**src/rtl/player_action_arbiter.sv**
```systemverilog
// Per-frame arbiter that shares the single game_logic action port among up to
// four players. Each vsync rising edge snapshots every player's requests, then
// one action per active player is offered round-robin over valid/ready. The
// starting player rotates by one every frame.
//
// state | meaning
// IDLE  | waiting for a frame tick; inputs are not sampled
// SCAN  | one cycle per player: derive the action for r_cur from the snapshot
// ISSUE | action offered on act_*; held until act_ready
// DONE  | pulse frame_done, rotate the round-robin pointer
module player_action_arbiter #(
    parameter int MAX_PLAYERS = 4
) (
    input  logic                   clock,
    input  logic                   reset_n,
    input  logic                   vsync,
    input  logic                   pause,
    input  logic [1:0]             num_players,
    input  logic [MAX_PLAYERS-1:0] req_up,
    input  logic [MAX_PLAYERS-1:0] req_down,
    input  logic [MAX_PLAYERS-1:0] req_left,
    input  logic [MAX_PLAYERS-1:0] req_right,
    input  logic [MAX_PLAYERS-1:0] req_chop,
    input  logic [MAX_PLAYERS-1:0] req_carry,
    input  logic                   act_ready,
    output logic                   act_valid,
    output logic [1:0]             act_player,
    output logic [2:0]             act_code,
    output logic [MAX_PLAYERS-1:0] carry_state,
    output logic                   frame_done,
    output logic                   frame_overrun
);

    typedef enum logic [1:0] {
        S_IDLE  = 2'd0,
        S_SCAN  = 2'd1,
        S_ISSUE = 2'd2,
        S_DONE  = 2'd3
    } state_t;

    state_t                 r_state;
    logic                   r_vsync_q;
    logic [1:0]             r_rr_ptr;
    logic [1:0]             r_start;
    logic [1:0]             r_cur;
    logic [1:0]             r_visited;
    logic [2:0]             r_n;
    logic [MAX_PLAYERS-1:0] r_up_s;
    logic [MAX_PLAYERS-1:0] r_down_s;
    logic [MAX_PLAYERS-1:0] r_left_s;
    logic [MAX_PLAYERS-1:0] r_right_s;
    logic [MAX_PLAYERS-1:0] r_chop_s;
    logic [MAX_PLAYERS-1:0] r_carry_s;

    logic       w_tick;
    logic [2:0] w_n_in;
    logic [1:0] w_start_in;
    logic       w_last;
    logic [1:0] w_cur_next;
    logic [1:0] w_start_next;
    logic [2:0] w_code;

    // Tick detect, modulo-n successors and the action for the player under scan.
    // A carry mismatch outranks movement so a toggled switch is never starved.
    always_comb begin
        w_tick       = vsync & ~r_vsync_q;
        w_n_in       = {1'b0, num_players} + 3'd1;
        w_start_in   = ({1'b0, r_rr_ptr} < w_n_in) ? r_rr_ptr : 2'd0;
        w_last       = (({1'b0, r_visited} + 3'd1) == r_n);
        w_cur_next   = (({1'b0, r_cur} + 3'd1) == r_n) ? 2'd0 : r_cur + 2'd1;
        w_start_next = (({1'b0, r_start} + 3'd1) == r_n) ? 2'd0 : r_start + 2'd1;
        w_code       = 3'd0;
        if (r_carry_s[r_cur] != carry_state[r_cur]) begin
            w_code = r_carry_s[r_cur] ? 3'd6 : 3'd7;
        end else if (r_chop_s[r_cur]) begin
            w_code = 3'd5;
        end else if (r_up_s[r_cur]) begin
            w_code = 3'd1;
        end else if (r_down_s[r_cur]) begin
            w_code = 3'd2;
        end else if (r_left_s[r_cur]) begin
            w_code = 3'd3;
        end else if (r_right_s[r_cur]) begin
            w_code = 3'd4;
        end
    end

    // Frame FSM with registered handshake, carry and status outputs.
    always_ff @(posedge clock or negedge reset_n) begin
        if (!reset_n) begin
            r_state       <= S_IDLE;
            r_vsync_q     <= 1'b0;
            r_rr_ptr      <= 2'd0;
            r_start       <= 2'd0;
            r_cur         <= 2'd0;
            r_visited     <= 2'd0;
            r_n           <= 3'd1;
            r_up_s        <= '0;
            r_down_s      <= '0;
            r_left_s      <= '0;
            r_right_s     <= '0;
            r_chop_s      <= '0;
            r_carry_s     <= '0;
            act_valid     <= 1'b0;
            act_player    <= 2'd0;
            act_code      <= 3'd0;
            carry_state   <= '0;
            frame_done    <= 1'b0;
            frame_overrun <= 1'b0;
        end else begin
            r_vsync_q     <= vsync;
            frame_done    <= 1'b0;
            frame_overrun <= w_tick && (r_state != S_IDLE);
            case (r_state)
                S_IDLE: begin
                    if (w_tick && !pause) begin
                        r_up_s    <= req_up;
                        r_down_s  <= req_down;
                        r_left_s  <= req_left;
                        r_right_s <= req_right;
                        r_chop_s  <= req_chop;
                        r_carry_s <= req_carry;
                        r_n       <= w_n_in;
                        r_start   <= w_start_in;
                        r_cur     <= w_start_in;
                        r_visited <= 2'd0;
                        r_state   <= S_SCAN;
                    end
                end
                S_SCAN: begin
                    if (w_code != 3'd0) begin
                        act_valid  <= 1'b1;
                        act_player <= r_cur;
                        act_code   <= w_code;
                        r_state    <= S_ISSUE;
                    end else if (w_last) begin
                        r_state <= S_DONE;
                    end else begin
                        r_cur     <= w_cur_next;
                        r_visited <= r_visited + 2'd1;
                    end
                end
                S_ISSUE: begin
                    if (act_ready) begin
                        act_valid <= 1'b0;
                        if (act_code == 3'd6) begin
                            carry_state[r_cur] <= 1'b1;
                        end else if (act_code == 3'd7) begin
                            carry_state[r_cur] <= 1'b0;
                        end
                        if (w_last) begin
                            r_state <= S_DONE;
                        end else begin
                            r_cur     <= w_cur_next;
                            r_visited <= r_visited + 2'd1;
                            r_state   <= S_SCAN;
                        end
                    end
                end
                S_DONE: begin
                    frame_done <= 1'b1;
                    r_rr_ptr   <= w_start_next;
                    r_state    <= S_IDLE;
                end
                default: r_state <= S_IDLE;
            endcase
        end
    end

endmodule
```
**config.mk**
```make
export PLATFORM = sky130hd
export DESIGN_NAME = player_action_arbiter
export DESIGN_NICKNAME = d
export VERILOG_FILES = /design/src/rtl/player_action_arbiter.sv
export SDC_FILE = /design/constraint.sdc
export NUM_CORES = 1
export LEC_CHECK = 0
export BUFFER_PORTS_ARGS = -buffer_cell sky130_fd_sc_hd__buf_2
export CAP_MARGIN = 20
export CORE_ASPECT_RATIO = 0.7
export CORE_MARGIN = 2
export CORE_UTILIZATION = 40
export CTS_CLUSTER_DIAMETER = 80
export DETAILED_ROUTE_END_ITERATION = 8
export PLACE_DENSITY = 0.66
export SYNTH_ARGS = -nofsm -noshare
export SYNTH_HDL_FRONTEND = slang
export SYNTH_SLANG_ARGS = --single-unit
```
**constraint.sdc**
```tcl
create_clock -name clock -period 3.4 [get_ports clock]
set_input_delay 0.85 -clock clock [delete_from_list [all_inputs] [get_ports clock]]
set_output_delay 0.85 -clock clock [all_outputs]
set_load 0.05 [all_outputs]
```
==> flow_metrics.env <==
export IMPL_fin_skew_ps=4.67
export IMPL_grt_first_pass_wirelength_um=9110
export IMPL_r2r_setup_slack_ps=490
export IMPL_async_reset_ff_share_pct=100
export IMPL_nFillCells=595
export IMPL_cts_root_buffer="clkbuf_8"
export IMPL_clk_pin_slew_ps=90
export IMPL_vias=1875
export IMPL_rsz0062_at_grt="false"
export IMPL_cp_buffers_inverters=1
export IMPL_yosysTopAreaCell="dfrtp_1"
export IMPL_fin_tns_setup_ps=0
export IMPL_yosys_cell_types_count=37
export IMPL_p_per_area_nw_per_um2=989
export IMPL_fmax_mhz=343
export IMPL_grt_max_degree=51
export IMPL_yosys_top_cells_area="dfrtp_1, nand2_1, ha_1, mux4_1, o21ai_0"
export IMPL_rr_worst_depth=6
export IMPL_cp_top_family="multiplexers"
export IMPL_status="completed"
export IMPL_drt_first_pass_iters=4
export IMPL_ioPinCount=43
export IMPL_wl_per_cell_um=13.8
export IMPL_final_seq_area_um2=1250
export IMPL_r2r_end="r_visited[0]"
export IMPL_multi_input_area_um2=1210
export IMPL_clk_latency_ps=300
export IMPL_max_cap_violations=0
export IMPL_cts_setup_buffers=0
export IMPL_crit_path_end_kind="flop"
export IMPL_num_rows=24
export IMPL_hold_violations=0
export IMPL_startpoint="r_cur[0]"
export IMPL_setup_viol=0
export IMPL_slew_viol_final=0
export IMPL_cts_htree_levels=2
export IMPL_holdCritPathClass="flop to flop"
export IMPL_drtIter0Drc=110
export IMPL_synth_ff_type="dfrtp_1"
export IMPL_critPathKind="flop to flop"
export IMPL_dp_hpwl_um=3810
export IMPL_crit_chain="buf_4 > mux4_1 > xor2_1 > o31ai_4 > nor3b_4 > mux2_4"
export IMPL_viasPerCell=4.95
export IMPL_yosysWarnings=0
export IMPL_layout_common_cells="nand2_1, dfrtp_1, buf_2"
export IMPL_clock_tree_buffer_depth=2
export IMPL_synth_edff_count=0
export IMPL_dp_slack_ps=529
export IMPL_ys_seq_area_share_pct=49.3
export IMPL_syn_to_final_growth_pct=15.7
export IMPL_cts_tree="built"
export IMPL_use_met1_pct=24.9
export IMPL_die_area_um2=7020
export IMPL_worst_pin_slew_ps=867
export IMPL_core_area_um2=6190
export IMPL_clkSinkCount=50
export IMPL_start_util_pct=41.1
export IMPL_holdBufCountCts=0
export IMPL_period_needed_ps=2910
export IMPL_fp_dieW_um=99.3
export IMPL_start_kind="flop"
export IMPL_synthesis_area_um2=2540
export IMPL_grt_pass1_vias=1866
export IMPL_num_antenna_cells=0
export IMPL_ctsResizeCount=0
export IMPL_leakagePower_nw=1.50
export IMPL_die_height_um=70.7
export IMPL_worst_slew_margin_rel_pct=42.2
export IMPL_dpl_cell_count=370
export IMPL_fin_ws_ps=486
export IMPL_stdcell_count=379
export IMPL_grt_use_met3_pct=3.75
export IMPL_busiest_layer="met1"
export IMPL_antenna_found_initial=0
export IMPL_finalNetCount=343
export IMPL_cp_slowest_cell="mux4_1"
export IMPL_r2r_start="r_cur[0]"
export IMPL_grt_use_total_pct=16.5
export IMPL_final_common_cell="nand2_1"
export IMPL_synth_top_area_share_pct=48.2
export IMPL_overflow=0
export IMPL_cp_depth=6
export IMPL_final_period_utilization_pct=85.7
export IMPL_drc_errors=0
export IMPL_fin_util_pct=47.6
export IMPL_hold_slack_ps=443
export IMPL_crit_required_ps=3590
export IMPL_syn_nets=300
export IMPL_arrival_ps=3100
export IMPL_drive_above_1_share_pct=21.9
export IMPL_antenna_left=0
export IMPL_synth_seq_cells=50
export IMPL_grtUsageMet2_pct=24.2
export IMPL_syn_area_per_cell_um2=9.89
export IMPL_gp_congestion=0.810
export IMPL_syn_instance_count=257
export IMPL_endpoint="r_visited[0]"
export IMPL_ir_drop_uv=296
export IMPL_totalWireLength_um=5230
export IMPL_place_port_buffers=42
export IMPL_cts_buffers=5
export IMPL_crit_path_max_fanout=9
export IMPL_critPathMaxStageDelay_ps=610
==> registers in the layout, summed over array words and instances, names as in the netlist, 3 cells and up, named ones only <==
name       cells
act_code       3
r_carry_s      4
r_chop_s       4
r_down_s       4
r_left_s       4
r_n            3
r_right_s      4
r_up_s         4
==> synthesized netlist by cell type (all sizes together), types with 2 or more instances <==
master	number
nand2	100
dfrtp	49
o21ai	15
ha	12
inv	11
clkbuf	7
mux4	7
nor2	6
xor2	6
mux2	5
nor3	4
nor3b	4
o22ai	4
xnor2	4
a21oi	2
a22o	2
buf	2
mux2i	2
nand3	2
o31ai	2
==> routing by layer <==
| layer | part of all wire, % | up-vias |
|---|---|---|
| met5 | 0 | - |
| met4 | 0.69 | 0 |
| met3 | 4.9 | 5 |
| met2 | 41 | 39 |
| met1 | 53 | 891 |
| li1 | - | 940 |
==> per-stage QoR <==
step	power (mW)	area, µm²
2_1_floorplan	2.22	2540
3_3_place_gp	2.51	2820
3_5_place_dp	2.56	2820
4_1_cts	2.93	2920
5_1_grt	3.14	2940
6_report	2.91	2940
==> worst min-delay path by stage <==
stage,start,end,slack [ps],cells after the start
final,r_vsync_q,frame_overrun,440,1
after detailed placement,r_vsync_q,frame_overrun,440,1
after global placement,r_vsync_q,frame_overrun,420,1
after floorplan,r_vsync_q,frame_overrun,410,1
after global routing,r_vsync_q,frame_overrun,450,1
after CTS,r_vsync_q,frame_overrun,450,1
==> report_power, final <==
| group | internal (mW) | switching, mW |
|---|---|---|
| combinational | 0.634 | 0.852 |
| clock | 0.164 | 0.190 |
| sequential | 0.857 | 0.213 |
==> cell families (layout without fill, tap and decap cells) <==
| family | count (synthesis) | in the layout | synth area share (%) |
|---|---|---|---|
| flip-flops | 50 | 50 | 49.3 |
| buffers and inverters | 20 | 64 | 3.25 |
| multiplexers | 14 | 14 | 10.4 |
| XOR/XNOR | 10 | 10 | 3.44 |
| adder cells (fa/ha/maj) | 13 | 13 | 6.30 |
| AND/OR/NAND/NOR | 121 | 121 | 19.9 |
| AO/OA/AOI/OAI | 29 | 29 | 7.48 |
==> final cells by class <==
cell class | count | area share, %
clock buffer | 7 | 2.93
tap | 78 | 3.32
multi-input combinational | 187 | 41.0
inverter | 11 | 1.40
sequential | 50 | 42.6
timing repair buffer | 45 | 8.59
clock inverter | 1 | 0.170
(Power assumes the default switching activity.)
